File: config.mk
export PLATFORM = sky130hd
export DESIGN_NAME = mux_scan_reg
export DESIGN_NICKNAME = d
export VERILOG_FILES = /design/src/rtl/mux_scan_reg.sv
export SDC_FILE = /design/constraint.sdc
export NUM_CORES = 1
export LEC_CHECK = 0
export CORE_MARGIN = 2
export CORE_UTILIZATION = 40
export DETAILED_ROUTE_END_ITERATION = 12
export GPL_ROUTABILITY_DRIVEN = 0
export PLACE_DENSITY = 0.74
export SETUP_SLACK_MARGIN = 0.3
export SLEW_MARGIN = 40
export SYNTH_ARGS = -nofsm -noshare
export SYNTH_HDL_FRONTEND = slang
export SYNTH_SLANG_ARGS = --single-unit
File: constraint.sdc
create_clock -name clk -period 7.3 [get_ports clk]
set_input_delay 1.46 -clock clk [delete_from_list [all_inputs] [get_ports clk]]
set_output_delay 1.46 -clock clk [all_outputs]
set_load 0.03 [all_outputs]
File: src/rtl/mux_scan_reg.sv
// mux_scan_reg: registered N-to-1 channel multiplexer with a valid/ready
// output stage. A channel is chosen either by a loadable select register
// (manual mode) or by a round-robin scan pointer (auto mode). A capture
// takes one cycle, and the captured channel is acknowledged combinationally.
module mux_scan_reg #(
  parameter  int WIDTH    = 8,
  parameter  int CHANNELS = 16,
  localparam int SEL_W    = $clog2(CHANNELS)
) (
  input  logic                      clk,
  input  logic                      rst_n,
  input  logic [CHANNELS*WIDTH-1:0] in_data,
  input  logic [CHANNELS-1:0]       in_valid,
  output logic [CHANNELS-1:0]       in_ack,
  input  logic                      mode,
  input  logic [SEL_W-1:0]          sel,
  input  logic                      sel_load,
  output logic [WIDTH-1:0]          out_data,
  output logic [SEL_W-1:0]          out_ch,
  output logic                      out_valid,
  input  logic                      out_ready
);

  // Output register and control state
  logic [WIDTH-1:0] r_outData;
  logic [SEL_W-1:0] r_outCh;
  logic             r_outValid;
  logic [SEL_W-1:0] r_selQ;
  logic [SEL_W-1:0] r_ptrQ;

  // Combinational selection results
  logic [SEL_W-1:0] w_probe;
  logic [SEL_W-1:0] w_autoIdx;
  logic             w_autoFound;
  logic [SEL_W-1:0] w_cand;
  logic             w_candValid;
  logic [WIDTH-1:0] w_candData;
  logic             w_accept;
  logic             w_capture;

  // Circular priority search from the scan pointer. The offsets are walked
  // from the farthest back to the nearest, so the nearest valid channel is
  // the one left standing. CHANNELS is a power of two, so the SEL_W-bit add
  // wraps from CHANNELS-1 to 0 by itself.
  always_comb begin
    w_probe     = '0;
    w_autoIdx   = r_ptrQ;
    w_autoFound = 1'b0;
    for (int i = CHANNELS - 1; i >= 0; i--) begin
      w_probe = r_ptrQ + SEL_W'(i);
      if (in_valid[w_probe]) begin
        w_autoFound = 1'b1;
        w_autoIdx   = w_probe;
      end
    end
  end

  // Choose the candidate channel for this cycle and decide whether it is taken.
  // While rst_n is low nothing is captured, so no acknowledge can escape.
  always_comb begin
    w_cand      = mode ? w_autoIdx : r_selQ;
    w_candValid = mode ? w_autoFound : in_valid[r_selQ];
    w_candData  = in_data[int'(w_cand)*WIDTH +: WIDTH];
    w_accept    = !r_outValid || out_ready;
    w_capture   = rst_n && w_accept && w_candValid;
  end

  // One-hot acknowledge of the channel being captured this cycle
  always_comb begin
    in_ack = '0;
    if (w_capture) begin
      in_ack[w_cand] = 1'b1;
    end
  end

  // Output stage: load on capture, hold under back-pressure, empty otherwise
  always_ff @(posedge clk or negedge rst_n) begin
    if (!rst_n) begin
      r_outData  <= '0;
      r_outCh    <= '0;
      r_outValid <= 1'b0;
    end else if (w_accept) begin
      r_outValid <= w_capture;
      if (w_capture) begin
        r_outData <= w_candData;
        r_outCh   <= w_cand;
      end
    end
  end

  // Scan pointer moves just past the channel served, on auto-mode captures only
  always_ff @(posedge clk or negedge rst_n) begin
    if (!rst_n) begin
      r_ptrQ <= '0;
    end else if (w_capture && mode) begin
      r_ptrQ <= w_cand + SEL_W'(1);
    end
  end

  // Manual select register; a same-cycle capture still sees the old value
  always_ff @(posedge clk or negedge rst_n) begin
    if (!rst_n) begin
      r_selQ <= '0;
    end else if (sel_load) begin
      r_selQ <= sel;
    end
  end

  assign out_data  = r_outData;
  assign out_ch    = r_outCh;
  assign out_valid = r_outValid;

endmodule

==> metrics.yaml, run 1 <==
startpoint_type: "input pin"
skew_ns: 0.00711
nFillCells: 998
clock.fmax_mhz: 146
final-setup-viol-count: 0
syn_avg_cell_area_um2: 8.84
port_buffers: 181
hp-class: "register to register"
overflow: 0
cap_violations: 0
clkSinkCount: 21
min_period_ns: 6.85
crit_fanout: 9
antenna_found_initial: 0
crit_chain: "clkdlybuf4s50_1 -> mux4_2 -> mux4_2 -> and3b_1 -> a22oi_1 -> nor4b_2 -> o311a_1 -> nor3_4 -> inv_1 -> ha_1 -> nand2_1 -> nor2_1 -> dlygate4sd2_1"
avgViaCountPerCell: 6.55
layout-drive-gt1-share_pct: 19.3
outcome: "finished clean"
rsz0062_at_grt: "no"
syn_area_um2: 4750
numCtsBuffers: 3
fin_area_um2: 6810
synth_top_area_cell: "mux2i_1"
clk_latency_ns: 0.26
diodes: 0
syn-num-nets: 701
row_count: 39
required_ns: 5.84
die-area_um2: 12800
synth-edff-count: 0
min_period_over_period_pct: 93.8
synthArstFlopShare_pct: 100
post_dp_cell_area_um2: 6670
cts_root_buffer: "clkbuf_16"
multi_input_area_um2: 4010
drc: 0
synth_area_leaders: "mux2i_1 (17%), mux4_2 (16%), dfrtp_1 (11%)"
core_um2: 11500
dp_hpwl_um: 14800
grt_pass1_vias: 5415
wl_per_cell_um: 22.0
ant_nets: 0
initial_core_util_pct: 41.2
grt_pass1_wl_um: 28800
cts_max_path_buffers: 2
drt_iter0_drc: 612
rr_startpoint: "r_ptrQ[0]"
tritoncts: "yes"
die_h_um: 113
ff_latch_area_um2: 527
postCtsHoldBufs: 0
relSlewSlack_pct: 46.4
vias: 5551
worstMarginPinSlew_ns: 0.798
synth-seq-cells: 21
drv_slew: 0
yosys_warnings: 0
mostFrequentLayoutCell: "clkdlybuf4s50_1"
final_cell_mix: "clkdlybuf4s50_1 (165), mux2i_1 (77), nor2_1 (44)"
fin_nets: 870
crit_start: "in_valid[9]"
critical_path_class: "input pin to output port"
die_w_um: 113
critPathCaptureType: "output port"
syn_to_final_growth_pct: 43.5
synth.distinct_cells: 60
grt_max_degree: 38
wirelength_um: 18700
critical-path-top-delay-family: "multiplexers"
slowest_stage: "mux4_2"
h-tree-depth: 1
io-pin-count: 182
path_clk_slew_ns: 0.06
tns_ns: 0
synthFlopType: "dfrtp_1"
hp-start: "out_ch[0]"
crit_buf_inv: 3
netlist.area_leader.share_pct: 16.7
hold_viol_final: 0
yosysSeqAreaShare_pct: 11.1
syn_inst: 537
drt_first_pass_iters: 6
max_stage_delay_ns: 0.63
cp_data_arrival_time_ns: 5.39
crit_top_cell: "mux4_2"
grt.total_usage_pct: 28.0
worst reg2reg max path: cells and delay by family, from the launching register on:
family          cells  cell delay [ns]
fa+ha+maj           1             0.35
buf+inv             3             0.55
xor+xnor            1             0.68
mux                 1             0.40
compound gates      6             1.28
simple gates        3             1.50
flops               1             0.37
worst paths after layout:
path                          endpoint  slack, ns  depth (start not counted)
setup reg to reg           out_data[0]       2.08                         15
hold / removal               out_ch[0]       0.52                          1
setup / recovery             in_ack[7]       0.45                         13
min in group asynchronous    r_ptrQ[1]       1.55                          2
max in group asynchronous    r_ptrQ[3]       5.50                          2
hold reg to reg              out_ch[0]       0.52                          1
final cells by class:
class	count	area share, %
sequential	21	7.73
clock buffer	3	1.10
tap	143	2.63
clock inverter	1	0.0735
inverter	14	0.771
timing repair buffer	205	28.9
multi-input combinational	461	58.8
metal layers:
layer / GRT usage, % / routed length, µm / vias up / part of all wire (%)
met5: 0 / 0 / - / 0
met3: 5.73 / 2000 / 56 / 11
met2: 46.8 / 9070 / 395 / 49
met4: 9.27 / 563 / 0 / 3.0
li1: - / - / 2472 / -
met1: 36.4 / 7030 / 2628 / 38
logic make-up after synthesis:
kind of cell | Yosys count | share of synthesized area, %
DFF | 21 | 11.1
AOI/OAI and AO/OA | 122 | 19.8
adders and majority gates | 11 | 2.90
buffers and inverters | 55 | 5.54
muxes | 146 | 40.7
and+or+nand+nor | 166 | 17.0
xor gates and xnor gates | 16 | 2.95
metrics by stage:
stage                     utilization, %  hold WS, ns  setup slack (ns)  std cells
after global routing                59.1        0.530             0.310        848
final                               59.1        0.525             0.450        848
after floorplan                        -        0.492             0.557        537
after CTS                           58.8        0.521             0.359        845
after global placement              57.9        0.502             0.259        841
after detailed placement            57.9        0.496             0.101        841
sequential cells by signal (all words and copies together), names as in the netlist:
name       flops
r_selQ         4
r_ptrQ         4
out_valid      1
out_data       8
out_ch         4
synth_stat cells, types with 4 or more instances:
master,instances
a211oi_1,4
a21oi_1,19
a22oi_1,6
a311oi_1,8
a31oi_1,12
and3_1,7
buf_2,12
buf_4,5
clkbuf_1,21
dfrtp_1,21
ha_1,11
inv_1,11
mux2_2,32
mux2i_1,79
mux4_2,34
nand2_1,34
nand3_1,14
nand4_1,5
nor2_1,44
nor2b_1,7
nor3_1,30
o2111ai_1,4
o211ai_1,4
o21ai_0,11
o221a_2,9
o31ai_1,4
o32a_1,9
o32ai_1,8
or3_1,4
xnor2_1,12
xor2_1,4
what timing repair did:
action,CTS,global route
cloned,0,0
resized for setup,8,8
pin swaps,0,1
endpoints found under the setup margin,7,10
setup buffers,0,3
Power of run 1 is left out: the tool's default activity adds up to more than one toggle a clock period on the data nets, which glitch-free logic cannot reach.
==> run 2: changes to the inputs <==
Settings changed: GPL_TIMING_DRIVEN set to 0, TNS_END_PERCENT set to 10.
==> metrics.yaml, run 2 (synthesis results as in run 1) <==
outcome: "finished clean"
die_h_um: 113
mostFrequentLayoutCell: "clkdlybuf4s50_1"
syn_to_final_growth_pct: 48.8
final-instance-count-excl-fill: 875
final_util_pct: 61.4
diodes: 0
dp_hpwl_um: 15500
largest_reg_flops: 8
final_cell_mix: "clkdlybuf4s50_1 (156), mux2i_1 (72), nor2_1 (43)"
rsz0062_at_grt: "yes"
required_ns: 5.84
row_count: 39
hold_viol_final: 0
drc: 0
path_clk_slew_ns: 0.05
holdWs_ns: 0.522
die_w_um: 113
final-setup-viol-count: 0
clock.fmax_mhz: 141
startpoint_type: "input pin"
initial_core_util_pct: 41.2
clkSinkCount: 21
relSlewSlack_pct: 47.7
ant_nets: 0
cp_data_arrival_time_ns: 5.62
io-pin-count: 182
nFillCells: 989
fin_nets: 897
cts_max_path_buffers: 2
skew_ns: 0.00150
ff_latch_area_um2: 526
grt.total_usage_pct: 29.4
layout-drive-gt1-share_pct: 22.1
port_buffers: 181
dp.cells: 861
tns_ns: 0
overflow: 0
wl_per_cell_um: 22.1
critical_path_class: "input pin to output port"
die-area_um2: 12800
crit_fanout: 10
core_um2: 11500
grt_pass1_wl_um: 30000
vias: 5686
worstMarginPinSlew_ns: 0.779
cap_violations: 0
multi_input_area_um2: 4130
grt_max_degree: 23
avgViaCountPerCell: 6.50
tritoncts: "yes"
min_period_ns: 7.08
drv_slew: 0
clk_latency_ns: 0.25
wirelength_um: 19400
hp-class: "register to register"
drt_iter0_drc: 643
cts_root_buffer: "clkbuf_16"
grt_pass1_vias: 5706
critPathCaptureType: "output port"
min_period_over_period_pct: 97.0
h-tree-depth: 1
numCtsBuffers: 3
drt_first_pass_iters: 7
postCtsHoldBufs: 0
antenna_found_initial: 0
[run 2: cell count changes in the layout (fill, tap and decap cells not counted), sizes merged, moves of 2 or more]
cell and delta:
buf -2, clkbuf +26, clkdlybuf4s15 +4, clkdlybuf4s50 -9, dlygate4sd2 +5, dlymetal6s2s +4
[run 2: layer usage]
layer | GRT usage [%] | wire length [µm] | vias to the layer above
met2 | 50.5 | 9490 | 388
met5 | 0 | 0 | -
li1 | - | - | 2530
met1 | 37.6 | 7070 | 2696
met4 | 10.2 | 821 | 0
met3 | 5.03 | 2000 | 72
[run 2: repair_timing]
item                                    CTS  global route
setup buffers                             6             4
endpoints found under the setup margin   16            16
gates resized for setup                  72            41
[run 2: per-stage QoR]
stage,setup slack [ns],instance area (µm²)
6_report,0.222,7070
3_5_place_dp,-1.07,6730
2_1_floorplan,0.557,4750
4_1_cts,0.256,6990
3_3_place_gp,-0.916,6740
5_1_grt,0.120,7070
[run 2: worst paths after layout]
| kind | from | to | slack, ns | cells past startpoint |
|---|---|---|---|---|
| min in group asynchronous | rst_n | r_selQ[2] | 1.16 | 1 |
| worst max register to register | r_ptrQ[0] | out_data[6] | 1.89 | 19 |
| worst min-delay path | r_selQ[3] | r_selQ[3] | 0.52 | 1 |
| worst min register to register | r_selQ[3] | r_selQ[3] | 0.52 | 1 |
| worst max-delay path | in_valid[3] | in_ack[11] | 0.22 | 13 |
| max in group asynchronous | rst_n | r_ptrQ[3] | 5.81 | 1 |
[run 2: final cells by class]
type                       instances  share of cell area (%)
inverter                          14                   0.832
tap                              143                    2.53
timing repair buffer             191                    26.1
clock buffer                       4                    1.12
buffer                            41                    3.52
multi-input combinational        461                    58.4
sequential                        21                    7.44
[run 2: worst max-delay path: stages]
cell and delay (ns):
clkdlybuf4s50_1 0.53, mux4_2 0.56, buf_4 0.19, mux4_2 0.57, buf_4 0.18, nor3_1 0.28
nand4_1 0.24, a211oi_4 0.38, clkbuf_2 0.33, nor3_2 0.11, clkbuf_2 0.20, and3_1 0.22
dlygate4sd2_1 0.36
Power of run 2 is left out for the same reason.
==> run 3: changes to the inputs <==
Settings changed: CORE_UTILIZATION 40 to 45, PLACE_DENSITY 0.74 to 0.82.
==> metrics.yaml, run 3 (synthesis results as in run 1) <==
wl_per_cell_um: 22.2
hold_viol_final: 0
drc: 0
cts_max_path_buffers: 2
diodes: 0
cts_root_buffer: "clkbuf_8"
path_clk_slew_ns: 0.07
grt_max_degree: 23
min_period_over_period_pct: 95.8
required_ns: 5.84
rr_worst_depth: 20
fin_area_um2: 6990
slowest_stage: "mux4_2"
cap_violations: 0
drt_first_pass_iters: 7
largest_reg_flops: 8
grt.total_usage_pct: 33.0
grt_pass1_wl_um: 30000
io-pin-count: 182
drt_iter0_drc: 616
pre_cts_ws_ns: -0.975
core_um2: 10300
overflow: 0
final_cell_mix: "clkdlybuf4s50_1 (156), mux2i_1 (74), nor2_1 (43)"
die-area_um2: 11400
post_dp_cell_area_um2: 6720
max_stage_delay_ns: 0.58
skew_ns: 0.00200
startpoint_type: "input pin"
clkSinkCount: 21
rrSetupSlack_ns: 1.75
relSlewSlack_pct: 42.6
antenna_found_initial: 0
drv_slew: 0
hp-class: "register to register"
critPathCaptureType: "output port"
crit_start: "in_valid[5]"
avgViaCountPerCell: 6.57
vias: 5712
initial_core_util_pct: 46.2
final_util_pct: 68.0
final-setup-viol-count: 0
cp_data_arrival_time_ns: 5.53
tritoncts: "yes"
clock.fmax_mhz: 143
r2r-end: "out_data[4]"
h-tree-depth: 1
numCtsBuffers: 3
fin_nets: 899
crit_fanout: 10
crit_end: "in_ack[9]"
dp_hpwl_um: 15300
rr_startpoint: "r_ptrQ[0]"
layout-drive-gt1-share_pct: 22.1
grt_pass1_vias: 5721
crit_chain: "clkdlybuf4s50_1 -> mux4_2 -> buf_4 -> mux4_2 -> nor3_1 -> nand4_1 -> a211oi_2 -> clkbuf_2 -> nor3_2 -> clkbuf_2 -> and3_1 -> dlygate4sd2_1"
min_period_ns: 6.99
rsz0062_at_grt: "yes"
mostFrequentLayoutCell: "clkdlybuf4s50_1"
ant_nets: 0
syn_to_final_growth_pct: 47.3
worstMarginPinSlew_ns: 0.856
wirelength_um: 19300
fin_ws_ns: 0.310
outcome: "finished clean"
clk_latency_ns: 0.25
critical_path_class: "input pin to output port"
row_count: 37
die_w_um: 107
port_buffers: 181
die_h_um: 107
==> run 3: cell types whose count changed in the layout (fill, tap and decap cells not counted), moves of 2 or more <==
cell / change
dlygate4sd2_1: +4
a211oi_2: +2
clkdlybuf4s15_2: -3
dlymetal6s2s_1: -4
clkbuf_8: +3
mux2i_1: +2
clkbuf_2: +3
clkbuf_4: -2
clkbuf_16: -3
==> run 3: worst max-delay path, delay by kind of cell <==
family          cells  cell delay (ns)
buf+inv             5             1.66
mux                 2             1.14
simple gates        4             0.86
compound gates      1             0.42
==> run 3: worst min path at each step <==
| stage | cells after the start | to | start |
|---|---|---|---|
| after detailed placement | 1 | r_selQ[3] | r_selQ[3] |
| final | 1 | r_selQ[3] | r_selQ[3] |
| after global placement | 2 | out_ch[2] | out_ch[2] |
| after floorplan | 1 | r_selQ[3] | r_selQ[3] |
| after CTS | 1 | r_selQ[3] | r_selQ[3] |
| after global routing | 1 | r_selQ[3] | r_selQ[3] |
==> run 3: routing by layer <==
metal  vias up  GRT usage, %  routed length [µm]
li1       2526             -                   -
met1      2653          40.9                6920
met2       450          58.0                9670
met3        83          5.71                2010
met4         0          11.2                 723
met5         -             0                   0
==> run 3: through the flow <==
| stage | instances | TNS [ns] | hold WS [ns] |
|---|---|---|---|
| after global placement | 854 | -12.05 | 0.513 |
| after CTS | 866 | 0 | 0.529 |
| after floorplan | 537 | 0 | 0.492 |
| final | 870 | 0 | 0.527 |
| after detailed placement | 854 | -13.96 | 0.513 |
| after global routing | 870 | 0 | 0.561 |
==> run 3: layout make-up <==
class / count / area (µm²)
clock buffers: 4 / 45.0
plain buffers: 41 / 246
flip-flops and latches: 21 / 526
repair buffers: 193 / 1830
fillers: 851 / 3290
inverters: 14 / 58.8
multi-input cells: 461 / 4110
well taps: 136 / 170
==> run 3: repair_timing <==
item / 4_1_cts / 5_1_grt
setup buffers: 8 / 4
pin swaps: 0 / 1
hold buffers: 0 / 0
setup endpoints to repair: 16 / 16
gates resized for setup: 69 / 35
Power of run 3 is left out for the same reason.
